[src/rtl/spi_reg_bridge.sv]
// spi_reg_bridge: SPI mode-0 slave that turns 16-bit command/data frames into
// register-file accesses. Writes present wr_addr/wr_data and flip wr_toggle once
// per committed byte. Reads drive rd_addr and shift rd_data out on miso.
// The SPI pins are oversampled in the clk domain, so f_clk must be >= 8 x f_sclk.
// Optional build macro: SPI_BURST_EN. When it is defined, the frame stays in DATA
// after each byte and the address auto-increments modulo 64.
// Handshake: wr_toggle is a level-change strobe. wr_addr and wr_data are valid
// from the cycle the toggle flips until the next flip. The consumer needs no
// ready signal because each flip is exactly one committed write.
// state_dbg exposes the FSM state (0=IDLE 1=CMD 2=DATA 3=DONE) for checkers.
module spi_reg_bridge #(
  parameter int CMD_W       = 8,
  parameter int DATA_W      = 8,
  parameter int SYNC_STAGES = 2
) (
  input  logic              clk,
  input  logic              rst_n,
  input  logic              sclk,
  input  logic              cs_n,
  input  logic              mosi,
  output logic              miso,
  output logic              wr_toggle,
  output logic [CMD_W-3:0]  wr_addr,
  output logic [DATA_W-1:0] wr_data,
  output logic [CMD_W-3:0]  rd_addr,
  input  logic [DATA_W-1:0] rd_data,
  output logic [1:0]        state_dbg
);

  localparam int ADDR_W = CMD_W - 2;
  localparam int CNT_W  = 4;

  typedef enum logic [1:0] {IDLE = 2'd0, CMD = 2'd1, DATA = 2'd2, DONE = 2'd3} state_t;

  state_t state_q, state_d;

  logic [SYNC_STAGES-1:0] sclk_sync, cs_sync, mosi_sync;
  logic                   sclk_d;
  logic                   sclk_s, cs_s, mosi_s, rise, fall;

  logic [CNT_W-1:0]  bit_cnt;
  logic [CMD_W-2:0]  cmd_sh;      // top bit of the command is consumed on the last shift
  logic [DATA_W-2:0] data_sh;
  logic [CMD_W-1:0]  cmd_next;
  logic [DATA_W-1:0] data_next;
  logic              last_cmd_bit, last_data_bit;
  logic [ADDR_W-1:0] addr;
  logic              is_read;
  logic [DATA_W-1:0] tx_shift;
  logic              tx_reload;   // next falling event snapshots rd_data
  logic              wr_pend;
  logic [ADDR_W-1:0] pend_addr;
  logic [DATA_W-1:0] pend_data;

  assign sclk_s        = sclk_sync[SYNC_STAGES-1];
  assign cs_s          = cs_sync[SYNC_STAGES-1];
  assign mosi_s        = mosi_sync[SYNC_STAGES-1];
  assign rise          = sclk_s & ~sclk_d;
  assign fall          = ~sclk_s & sclk_d;
  assign cmd_next      = {cmd_sh, mosi_s};
  assign data_next     = {data_sh, mosi_s};
  assign last_cmd_bit  = (bit_cnt == CNT_W'(CMD_W - 1));
  assign last_data_bit = (bit_cnt == CNT_W'(DATA_W - 1));
  assign state_dbg     = state_q;
  assign miso          = (state_q == DATA && is_read) ? tx_shift[DATA_W-1] : 1'b0;

  // Pin synchronizers plus one extra sclk flop for edge detection.
  always_ff @(posedge clk or negedge rst_n) begin
    if (!rst_n) begin
      sclk_sync <= '0;
      cs_sync   <= '1;
      mosi_sync <= '0;
      sclk_d    <= 1'b0;
    end else begin
      sclk_sync <= {sclk_sync[SYNC_STAGES-2:0], sclk};
      cs_sync   <= {cs_sync[SYNC_STAGES-2:0], cs_n};
      mosi_sync <= {mosi_sync[SYNC_STAGES-2:0], mosi};
      sclk_d    <= sclk_s;
    end
  end

  // FSM state register.
  always_ff @(posedge clk or negedge rst_n) begin
    if (!rst_n) state_q <= IDLE;
    else        state_q <= state_d;
  end

  // Next-state logic; a cs_n rise anywhere in a frame aborts back to IDLE.
  always_comb begin
    state_d = state_q;
    case (state_q)
      IDLE: if (!cs_s) state_d = CMD;
      CMD: begin
        if (cs_s)                      state_d = IDLE;
        else if (rise && last_cmd_bit) state_d = DATA;
      end
      DATA: begin
        if (cs_s)                       state_d = IDLE;
`ifdef SPI_BURST_EN
        else                            state_d = DATA;
`else
        else if (rise && last_data_bit) state_d = DONE;
`endif
      end
      DONE: if (cs_s) state_d = IDLE;
      default: state_d = IDLE;
    endcase
  end

  // Frame datapath: shifting, address latch, write commit and MISO shifter.
  always_ff @(posedge clk or negedge rst_n) begin
    if (!rst_n) begin
      bit_cnt   <= '0;
      cmd_sh    <= '0;
      data_sh   <= '0;
      addr      <= '0;
      is_read   <= 1'b0;
      tx_shift  <= '0;
      tx_reload <= 1'b0;
      wr_pend   <= 1'b0;
      pend_addr <= '0;
      pend_data <= '0;
      wr_toggle <= 1'b0;
      wr_addr   <= '0;
      wr_data   <= '0;
      rd_addr   <= '0;
    end else begin
      wr_pend <= 1'b0;
      // The commit lands one clk after the last data bit is shifted in.
      if (wr_pend) begin
        wr_addr   <= pend_addr;
        wr_data   <= pend_data;
        wr_toggle <= ~wr_toggle;
      end
      case (state_q)
        IDLE: begin
          bit_cnt   <= '0;
          tx_shift  <= '0;
          tx_reload <= 1'b0;
        end
        CMD: begin
          if (!cs_s && rise) begin
            cmd_sh <= cmd_next[CMD_W-2:0];
            if (last_cmd_bit) begin
              bit_cnt   <= '0;
              addr      <= cmd_next[ADDR_W-1:0];
              rd_addr   <= cmd_next[ADDR_W-1:0];
              is_read   <= ~cmd_next[CMD_W-1];
              tx_reload <= 1'b1;
            end else begin
              bit_cnt <= bit_cnt + 1'b1;
            end
          end
        end
        DATA: begin
          if (!cs_s && rise) begin
            data_sh <= data_next[DATA_W-2:0];
            if (last_data_bit) begin
              bit_cnt   <= '0;
              tx_reload <= 1'b1;
              if (!is_read) begin
                wr_pend   <= 1'b1;
                pend_addr <= addr;
                pend_data <= data_next;
              end
`ifdef SPI_BURST_EN
              addr    <= addr + ADDR_W'(1);
              rd_addr <= addr + ADDR_W'(1);
`endif
            end else begin
              bit_cnt <= bit_cnt + 1'b1;
            end
          end else if (!cs_s && fall && is_read) begin
            if (tx_reload) begin
              tx_shift  <= rd_data;
              tx_reload <= 1'b0;
            end else begin
              tx_shift <= {tx_shift[DATA_W-2:0], 1'b0};
            end
          end
        end
        default: ;
      endcase
    end
  end

endmodule
[config.mk]
export PLATFORM = sky130hd
export DESIGN_NAME = spi_reg_bridge
export DESIGN_NICKNAME = d
export VERILOG_FILES = /design/src/rtl/spi_reg_bridge.sv
export SDC_FILE = /design/constraint.sdc
export NUM_CORES = 1
export LEC_CHECK = 0
export BUFFER_PORTS_ARGS = -buffer_cell sky130_fd_sc_hd__buf_2
export CELL_PAD_IN_SITES_DETAIL_PLACEMENT = 1
export CELL_PAD_IN_SITES_GLOBAL_PLACEMENT = 1
export CORE_ASPECT_RATIO = 1.2
export CORE_MARGIN = 3
export CORE_UTILIZATION = 48
export CTS_CLUSTER_SIZE = 24
export DETAILED_ROUTE_END_ITERATION = 6
export GPL_ROUTABILITY_DRIVEN = 0
export PLACE_DENSITY_LB_ADDON = 0.08
export SYNTH_ARGS = -nofsm -noshare
export SYNTH_HDL_FRONTEND = slang
export SYNTH_SLANG_ARGS = --single-unit
[constraint.sdc]
create_clock -name clk -period 3.2 [get_ports clk]
set_clock_uncertainty 0.05 [all_clocks]
set_input_delay 0.96 -clock clk [delete_from_list [all_inputs] [get_ports clk]]
set_output_delay 0.96 -clock clk [all_outputs]
set_load 0.03 [all_outputs]
==> key figures, run 1 <==
Power
  • P_sw: 523 µW
  • Max VDD drop: around 0.40 mV
  • Power Dens Cells: 562 nW/µm²
  • Power Internal: about 1.4 mW
  • Static leakage: 1.89 nW
  • Switching part of the total power: 0.267
  • Clock network fraction of design power: 0.350
  • Total power: 1.96 mW
  • Sequential Power Share: 0.522
  • Gate power share: 0.128

Critical path
  • Required @ worst endpoint: around 2.2 ns
  • Setup CP Type: reg -> out
  • FF-to-FF End: pend_data[7]
  • Worst R2R Path Depth: 6
  • Crit end category: primary output
  • Crit-path max FO: 15
  • FF-to-FF Start: state_dbg[0]
  • Worst path cell trace: inv_1 > ha_1 > buf_4 > and3_1 > buf_2
  • Crit start category: register
  • Slowest cell on the critical path: dfrtp_1
  • Reg2Reg Setup Slack: 0.96 ns
  • Critical path data arrival time: roughly 1.6 ns
  • Slowest stage delay, CP: around 0.42 ns

Clocking
  • CTS max path bufs: 2
  • Worst-path clk slew: 0.07 ns
  • CTS tree: yes
  • Num CTS Buffers: 9
  • Root buffer cell: clkbuf_8
  • Post-CTS Resized: 0
  • Worst skew pair latency: 0.34 ns
  • Post-CTS Hold Fix Bufs: 0
  • H-tree level count: 3
  • Post-CTS setup buffer count: 0
  • Clk sinks: between 70 and 80

Floorplan
  • Chip width: 78.7 µm
  • # IOs: 37
  • Rows: 31
  • Die Span Y: around 93 µm
  • Initial Util: 0.499
  • Core area: approximately 6000 µm²
  • Die Footprint: around 7300 µm²

STA
  • RSZ-0062 raised after global routing: false
  • Setup TNS: 0 ns
  • Achievable frequency: a little under 0.4 GHz
  • Slew HR: 0.515
  • Worst-margin pin slew: just over 0.7 ns
  • Final hold violations: 0
  • Final setup fails: 0
  • Final period util: 0.810
  • Min Tclk post-route: between 2 and 3 ns
  • Max-slew violation count: 0

Worst hold path
  • Worst Hold Class: reg -> reg
  • Hold endpoint: sclk_sync[1]
  • Hold depth: 0
  • Hold_sp: sclk_sync[0]

Synth
  • Largest cells by area after synthesis: dfrtp_1 (58%), mux2_2 (17%), mux2_4 (4.4%)
  • Seq/Total Area, Yosys: 0.602
  • EDFF count, synth: 0
  • Primary FF master, synth: dfrtp_1
  • Synthesized area: 3040 µm²
  • Avg Cell Area, Syn: approximately 14 µm²
  • Post-synth cell types: 31
  • Post-synth ARST share: 1.00
  • Yosys top cell area share: 0.584
  • Synth area leader: dfrtp_1
  • Number of synthesized register bits: between 70 and 80
  • Synth Warn #: 0
  • Syn Inst Count: 220
  • Synthesized net count: ~240

Drt
  • Vias/cell: approximately 5.2
  • Drt first pass iters: 2
  • DR iter-0 viols: 77
  • DR DRC count: 0
  • Post-route antenna net violation count: 0
  • Vias: between 1500 and 2000
  • WL per Instance: about 15 µm
  • DRT Wirelength: 5.37 mm

Finish
  • Cell area after layout: about 3500 µm²
  • Share of cells above drive strength 1: 0.438
  • Fillers: 640
  • Final nets: between 200 and 300
  • Finished Layout Cells: approximately 350
  • Final core occ: 0.572
  • Antenna diode count: 0
  • P&R area growth vs syn: 14.5%

Place
  • Post-DP HPWL: 3.74 mm
  • I/O Buffers: 36
  • DP Cell Count: 332
  • DP Area: about 3300 µm²

Global route
  • First-pass GRT wire length: ~9.3 mm
  • Grt total ovfl: 0
  • Tot GR Track Use: 0.165
  • Largest net degree at the start of global routing: 42
  • Antenna violations before repair: 0
  • Vias in the first global route: between 1500 and 2000

Status
  • Status: finished, final reports clean

Job
  • Max Cap Viol: 0
[power by group through the flow]
stage          clock network (mW)  logic [mW]  registers (mW)
3_3_place_gp                    0       0.251            1.03
6_report                    0.685       0.251            1.02
4_1_cts                     0.710       0.257            1.02
2_1_floorplan                   0       0.165            1.04
3_5_place_dp                    0       0.255            1.04
5_1_grt                     0.758       0.283            1.03
[cell families (layout without fill, tap and decap cells)]
logic type      Yosys count  count (layout)  synth area share
compound gates           20              20            0.0391
xor+xnor                  1               1           0.00288
fa+ha+maj                 5               5            0.0206
buf+inv                  17              62            0.0272
flops                    73              73             0.602
mux                      58              58             0.225
simple gates             46              46            0.0839
[cell usage after synthesis, drive strengths merged, types with 2 or more instances]
| master | count |
|---|---|
| dfrtp | 71 |
| mux2 | 55 |
| nand2 | 22 |
| nand3 | 9 |
| o21ai | 8 |
| inv | 7 |
| a21oi | 5 |
| buf | 5 |
| clkbuf | 5 |
| ha | 5 |
| mux2i | 3 |
| nor2 | 3 |
| and3 | 2 |
| and4bb | 2 |
| dfstp | 2 |
| o22ai | 2 |
| o31ai | 2 |
[per-stage QoR]
step                      hold slack (ns)  setup slack (ns)
final                               0.305             0.609
after detailed placement            0.286             0.962
after global routing                0.321             0.498
after global placement              0.284              1.03
after CTS                           0.302             0.584
after floorplan                     0.281             0.672
[layout make-up]
type,instances,area (µm²),area share
Multi-Input combinational cell,130,1130,0.324
Sequential cell,73,1830,0.526
Timing Repair Buffer,40,210,0.0604
Clock buffer,9,124,0.0356
Inverter,7,26.3,0.00755
Tap cell,82,103,0.0295
Clock inverter,6,60.1,0.0173
[registers in the layout (all words and copies together), names as in the netlist, 2 cells and up]
| register | count |
|---|---|
| addr | 6 |
| cs_sync | 2 |
| state_dbg | 2 |
| mosi_sync | 2 |
| wr_data | 8 |
| sclk_sync | 2 |
| cmd_sh | 7 |
| data_sh | 7 |
| tx_shift | 8 |
| bit_cnt | 4 |
| wr_addr | 6 |
| pend_addr | 6 |
| pend_data | 8 |
[per-layer routing]
layer / track usage / vias up / wire length (µm)
li1: - / 847 / -
met1: 0.200 / 928 / 2390
met2: 0.278 / 33 / 2680
met3: 0.0318 / 10 / 191
met4: 0.0831 / 0 / 114
met5: 0 / - / 0
[cell usage in the layout (no fill, tap or decap), types with 2 or more instances in the layout]
cell type,count
dfstp_2,2
ha_1,5
mux2_4,9
inv_1,7
o22ai_1,2
and4bb_2,2
o21ai_0,8
dfrtp_1,71
mux2i_1,3
buf_2,36
clkbuf_8,9
and3_1,2
nand3_1,9
mux2_2,46
clkinv_2,3
o31ai_1,2
clkinvlp_4,2
nand2_1,22
nor2_1,3
a21oi_1,5
buf_4,4
[how the worst max path moves through the flow]
stage | start | end | cells past startpoint
6_report | state_dbg[0] | miso | 5
2_1_floorplan | state_dbg[0] | miso | 4
3_3_place_gp | state_dbg[0] | miso | 5
4_1_cts | state_dbg[0] | miso | 5
5_1_grt | state_dbg[0] | miso | 5
3_5_place_dp | state_dbg[0] | pend_data[6] | 6
[worst max-delay path: cells and delay by family (launching register included)]
family,cells,cell delay [ns]
adder cells (fa/ha/maj),1,0.15
buffers and inverters,3,0.50
flip-flops,1,0.42
AND/OR/NAND/NOR,1,0.18
(Power assumes the default switching activity.)
==> run 2: changes to the inputs <==
--- a/config.mk
+++ b/config.mk
@@ -10,7 +10,7 @@
 export CELL_PAD_IN_SITES_GLOBAL_PLACEMENT = 1
 export CORE_ASPECT_RATIO = 1.2
 export CORE_MARGIN = 3
-export CORE_UTILIZATION = 48
+export CORE_UTILIZATION = 42
 export CTS_CLUSTER_SIZE = 24
 export DETAILED_ROUTE_END_ITERATION = 6
 export GPL_ROUTABILITY_DRIVEN = 0
==> constraint.sdc (replaced) <==
create_clock -name clk -period 2.1 [get_ports clk]
set_clock_uncertainty 0.05 [all_clocks]
set_input_delay 0.63 -clock clk [delete_from_list [all_inputs] [get_ports clk]]
set_output_delay 0.63 -clock clk [all_outputs]
set_load 0.03 [all_outputs]
==> key figures, run 2 (synthesis results as in run 1) <==
Floorplan
  • # IOs: 37 (unchanged)
  • Initial Util: 0.438 (was 0.499)
  • Chip width: 83.7 µm (was 78.7 µm)
  • Die Footprint: 8300 µm² (was 7330 µm²)
  • Die Span Y: 99.2 µm (was 93.2 µm)
  • Rows: 33 (was 31)
  • Core area: 6940 µm² (was 6090 µm²)

Global route
  • Met2 Usage GRT: 0.241 (was 0.278)
  • GRT met1 Usage: 0.180 (was 0.200)
  • Antenna violations before repair: 0 (unchanged)
  • First-pass GRT wire length: 9.53 mm (was 9.32 mm)
  • Busiest grt layer: met2 (unchanged)
  • Tot GR Track Use: 0.144 (was 0.165)
  • Grt met3 use: 0.0298 (was 0.0318)
  • Grt total ovfl: 0 (unchanged)
  • Vias in the first global route: 2034 (was 1939)
  • Largest net degree at the start of global routing: 28 (was 42)

Drt
  • DR DRC count: 0 (unchanged)
  • DR iter-0 viols: 57 (was 77)
  • WL per Instance: 15.2 µm (was 15.5 µm)
  • DRT Wirelength: 5.46 mm (was 5.37 mm)
  • Vias: 1828 (was 1818)
  • Vias/cell: 5.11 (was 5.24)
  • Post-route antenna net violation count: 0 (unchanged)
  • Drt first pass iters: 4 (was 2)

Power
  • P_sw: 815 µW (was 523 µW)
  • Gate power share: 0.144 (was 0.128)
  • Power Internal: 2.23 mW (was 1.43 mW)
  • Sequential Power Share: 0.509 (was 0.522)
  • Static leakage: 1.92 nW (was 1.89 nW)
  • Power Dens Cells: 853 nW/µm² (was 562 nW/µm²)
  • Clock network fraction of design power: 0.346 (was 0.350)
  • Max VDD drop: 0.555 mV (was 0.399 mV)
  • Switching part of the total power: 0.268 (was 0.267)

Critical path
  • Critical path data arrival time: 1.33 ns (was 1.58 ns)
  • Crit. Startpoint: state_dbg[0] (unchanged)
  • Required @ worst endpoint: 1.42 ns (was 2.19 ns)
  • Slowest cell on the critical path: dfrtp_1 (unchanged)
  • FF-to-FF Start: state_dbg[1] (was state_dbg[0])
  • Crit start category: register (unchanged)
  • Setup CP Type: reg -> out (unchanged)
  • Crit end category: primary output (unchanged)
  • Worst path cell trace: inv_2 > ha_4 > and3_2 > buf_4 (was inv_1 > ha_1 > buf_4 > and3_1 > buf_2)
  • Slowest stage delay, CP: 0.39 ns (was 0.42 ns)
  • Crit-path max FO: 6 (was 15)

Clocking
  • Worst-path clk slew: 0.08 ns (was 0.07 ns)
  • CTS max path bufs: 2 (unchanged)
  • CTS tree: yes (unchanged)
  • Post-CTS Hold Fix Bufs: 0 (unchanged)
  • Clk sinks: 73 (unchanged)
  • Num CTS Buffers: 9 (unchanged)
  • Root buffer cell: clkbuf_8 (unchanged)
  • H-tree level count: 3 (unchanged)
  • Worst skew pair latency: 0.33 ns (was 0.34 ns)

Finish
  • Antenna diode count: 0 (unchanged)
  • Biggest regs: pend_data x8, tx_shift x8, wr_data x8 (unchanged)
  • Fillers: 730 (was 640)
  • Commonest non-fill, non-tap cell in the layout: dfrtp_1 (unchanged)
  • P&R area growth vs syn: 17.4% (was 14.5%)
  • Most frequent cells in the layout: dfrtp_1 (71), mux2_2 (46), buf_2 (35) (was dfrtp_1 (71), mux2_2 (46), buf_2 (36))
  • Final nets: 284 (was 279)
  • Share of cells above drive strength 1: 0.454 (was 0.438)

Place
  • I/O Buffers: 36 (unchanged)
  • Post-DP HPWL: 3.84 mm (was 3.74 mm)

STA
  • Setup TNS: 0 ns (unchanged)
  • Slew HR: 0.541 (was 0.515)
  • Final period util: 0.957
  • Final hold violations: 0 (unchanged)
  • Final hold slack: 0.179 ns (was 0.305 ns)
  • Achievable frequency: ~0.50 GHz
  • Worst-margin pin slew: 0.688 ns (was 0.726 ns)
  • Max-slew violation count: 0 (unchanged)
  • Min Tclk post-route: approximately 2.0 ns
  • Final setup fails: 0 (unchanged)
  • RSZ-0062 raised after global routing: false (unchanged)

Job
  • Max Cap Viol: 0 (unchanged)

Status
  • Status: finished, final reports clean (unchanged)

Worst hold path
  • Worst Hold Class: in -> async (was reg -> reg)
-- run 2: cell types whose count changed in the layout (fill, tap and decap cells not counted), sizes merged --
cell      change
buf           +5
clkbuf        +2
clkinvlp      -1
-- run 2: worst paths after layout --
check	end	slack [ns]	cells past startpoint
setup / recovery	miso	0.09	4
hold / removal	wr_pend	0.18	1
setup reg to reg	addr[0]	0.16	5
hold reg to reg	sclk_sync[1]	0.30	0
max in group asynchronous	cs_sync[0]	1.27	2
min in group clk	sclk_sync[1]	0.30	0
-- run 2: repair_timing --
action                     4_1_cts  5_1_grt
buffers inserted                 0        1
cloned                           0        0
setup endpoints to repair        1        1
resized for setup                4        0
-- run 2: final cells by class --
class | count | area, µm² | area share
clock buffer | 11 | 131 | 0.0368
clock inverter | 5 | 56.3 | 0.0158
timing repair buffer | 45 | 275 | 0.0771
inverter | 7 | 26.3 | 0.00736
multi-input combinational | 130 | 1140 | 0.320
tap | 87 | 109 | 0.0305
sequential | 73 | 1830 | 0.512
-- run 2: per-stage QoR --
step	total power [mW]	std cells	area (µm²)	setup WS, ns	utilization
after floorplan	1.83	220	3040	0.0590	-
after global placement	1.98	341	3360	0.213	0.484
after detailed placement	2.00	341	3360	0.154	0.484
after CTS	3.08	357	3560	0.0169	0.514
after global routing	3.23	358	3570	0.0156	0.515
final	3.04	358	3570	0.0901	0.515
-- run 2: critical path: cells and delay by family (launching register included) --
family                   cells  cell delay [ns]
AND/OR/NAND/NOR              1             0.18
adder cells (fa/ha/maj)      1             0.17
buffers and inverters        2             0.25
flip-flops                   1             0.39
-- run 2: per-layer routing --
metal	vias to the layer above	routed length [µm]
met1	933	2430
met2	32	2740
met5	-	0
met3	7	190
met4	0	90
li1	856	-
-- run 2: power by group through the flow --
| stage | clock (mW) | sequential, mW | combinational, mW |
|---|---|---|---|
| 2_1_floorplan | 0 | 1.58 | 0.251 |
| 4_1_cts | 1.09 | 1.56 | 0.425 |
| 3_5_place_dp | 0 | 1.59 | 0.417 |
| 3_3_place_gp | 0 | 1.58 | 0.403 |
| 6_report | 1.05 | 1.55 | 0.439 |
| 5_1_grt | 1.17 | 1.56 | 0.489 |
==> run 3: changes to the inputs <==
==> constraint.sdc (replaced) <==
create_clock -name clk -period 2.1 [get_ports clk]
set_clock_uncertainty 0.05 [all_clocks]
set_input_delay 0.315 -clock clk [delete_from_list [all_inputs] [get_ports clk]]
set_output_delay 0.315 -clock clk [all_outputs]
set_load 0.03 [all_outputs]
==> key figures, run 3 (synthesis results as in run 1) <==
Power
  • Max VDD drop: 0.518 mV (was 0.555 mV)
  • Power Dens Cells: 876 nW/µm² (was 853 nW/µm²)
  • Static leakage: 1.94 nW (was 1.92 nW)

Place
  • I/O Buffers: 36 (unchanged)
  • Post-DP HPWL: 3.71 mm (was 3.84 mm)

STA
  • Max-slew violation count: 0 (unchanged)
  • Final period util: 0.952 (was 0.957)
  • Final hold violations: 0 (unchanged)
  • Final setup fails: 0 (unchanged)
  • Min Tclk post-route: 2.00 ns (was 2.01 ns)
  • Setup TNS: 0 ns (unchanged)
  • Achievable frequency: 0.500 GHz (was 0.498 GHz)
  • Final hold slack: 0.0286 ns (was 0.179 ns)
  • Worst-margin pin slew: 0.667 ns (was 0.688 ns)
  • RSZ-0062 raised after global routing: false (unchanged)
  • Slew HR: 0.556 (was 0.541)

Critical path
  • Setup CP Type: reg -> out (unchanged)
  • Worst Setup EP: miso (unchanged)
  • Worst R2R Path Depth: 5 (unchanged)
  • FF-to-FF End: addr[0] (unchanged)
  • Reg2Reg Setup Slack: 0.20 ns (was 0.16 ns)
  • Critical path data arrival time: 1.63 ns (was 1.33 ns)
  • Crit end category: primary output (unchanged)
  • Crit start category: register (unchanged)
  • Crit. Startpoint: state_dbg[0] (unchanged)
  • Required @ worst endpoint: 1.74 ns (was 1.42 ns)
  • Crit-path max FO: 12 (was 6)
  • FF-to-FF Start: state_dbg[1] (unchanged)

Drt
  • DR iter-0 viols: 66 (was 57)
  • Vias/cell: 5.07 (was 5.11)
  • WL per Instance: 15.1 µm (was 15.2 µm)
  • Post-route antenna net violation count: 0 (unchanged)
  • DR DRC count: 0 (unchanged)
  • Vias: 1814 (was 1828)
  • DRT Wirelength: 5.42 mm (was 5.46 mm)
  • Drt first pass iters: 4 (unchanged)

Floorplan
  • Initial Util: 0.438 (unchanged)
  • Chip width: 83.7 µm (unchanged)
  • Die Footprint: 8300 µm² (unchanged)
  • Die Span Y: 99.2 µm (unchanged)
  • # IOs: 37 (unchanged)
  • Rows: 33 (unchanged)
  • Core area: 6940 µm² (unchanged)

Status
  • Status: finished, final reports clean (unchanged)

Worst hold path
  • Hold_sp: sclk
  • Worst Hold Class: in -> reg (was in -> async)

Clocking
  • CTS max path bufs: 2 (unchanged)
  • Clk sinks: 73 (unchanged)
  • H-tree level count: 3 (unchanged)
  • Post-CTS setup buffer count: 0 (unchanged)
  • Num CTS Buffers: 9 (unchanged)
  • Worst-path clk slew: 0.08 ns (about the same)
  • Worst skew pair latency: 0.34 ns (was 0.33 ns)
  • CTS tree: yes (unchanged)
  • Root buffer cell: clkbuf_8 (unchanged)

Global route
  • First-pass GRT wire length: 9.66 mm (was 9.53 mm)
  • Vias in the first global route: 2003 (was 2034)
  • Antenna violations before repair: 0 (unchanged)
  • Grt total ovfl: 0 (unchanged)
  • Largest net degree at the start of global routing: 32 (was 28)
  • Tot GR Track Use: 0.146 (was 0.144)

Finish
  • Share of cells above drive strength 1: 0.446 (was 0.454)
  • P&R area growth vs syn: 18.3% (was 17.4%)
  • Biggest regs: pend_data x8, tx_shift x8, wr_data x8 (unchanged)
  • Commonest non-fill, non-tap cell in the layout: dfrtp_1 (unchanged)
  • Antenna diode count: 0 (unchanged)
  • Final nets: 284 (unchanged)
  • Most frequent cells in the layout: dfrtp_1 (71), mux2_2 (46), buf_2 (36) (was dfrtp_1 (71), mux2_2 (46), buf_2 (35))

Job
  • Max Cap Viol: 0 (unchanged)
## run 3: what timing repair did
action,in CTS,in global routing
endpoints found under the setup margin,0,1
gates resized for setup,0,2
endpoints found under the hold margin,18,0
hold buffers,2,0
## run 3: per-stage QoR
step | cell area (µm²) | util | power [mW] | setup WS (ns) | instances
floorplan | 3040 | - | 1.83 | 0.147 | 220
finish | 3600 | 0.518 | 3.15 | 0.102 | 358
CTS | 3590 | 0.517 | 3.21 | 0.00331 | 358
global route | 3600 | 0.518 | 3.34 | 0.000373 | 358
global placement | 3350 | 0.483 | 1.98 | 0.252 | 340
detailed placement | 3350 | 0.483 | 1.99 | 0.130 | 340
## run 3: layer usage
metal  GRT usage  vias up  routed length (µm)
met5           0        -                   0
met4      0.0644        0                  87
met3      0.0398        6                 244
met2       0.240       34                2660
met1       0.180      918                2420
li1            -      856                   -
## run 3: final cells by class
class | instances | area (µm²)
Sequential cell | 73 | 1830
Inverter | 7 | 26.3
Multi-Input combinational cell | 130 | 1130
Timing Repair Buffer | 45 | 282
Tap cell | 87 | 109
Clock buffer | 9 | 124
Clock inverter | 7 | 95.1
Fill cell | 742 | 3340
## run 3: worst min-delay path by stage
stage | cells after the start | to | slack [ns]
2_1_floorplan | 0 | addr[0] | -0.03
3_3_place_gp | 1 | wr_data[4] | 0.26
3_5_place_dp | 1 | wr_data[4] | 0.25
4_1_cts | 1 | sclk_sync[0] | 0.007
5_1_grt | 1 | sclk_sync[0] | 0.004
6_report | 1 | sclk_sync[0] | 0.03
## run 3: report_power, final
group          leakage (nW)  internal (mW)  total [mW]  switching (mW)
sequential            0.992           1.49        1.55          0.0649
combinational         0.838          0.180       0.410           0.230
clock                 0.109          0.668        1.18           0.516
total                  1.94           2.34        3.15           0.811
## run 3: worst max-delay path: stages, from the launching register on
cell and delay, ns:
dfrtp_1 0.42, inv_1 0.12, ha_2 0.23, buf_6 0.16, and3_1 0.18, buf_2 0.20
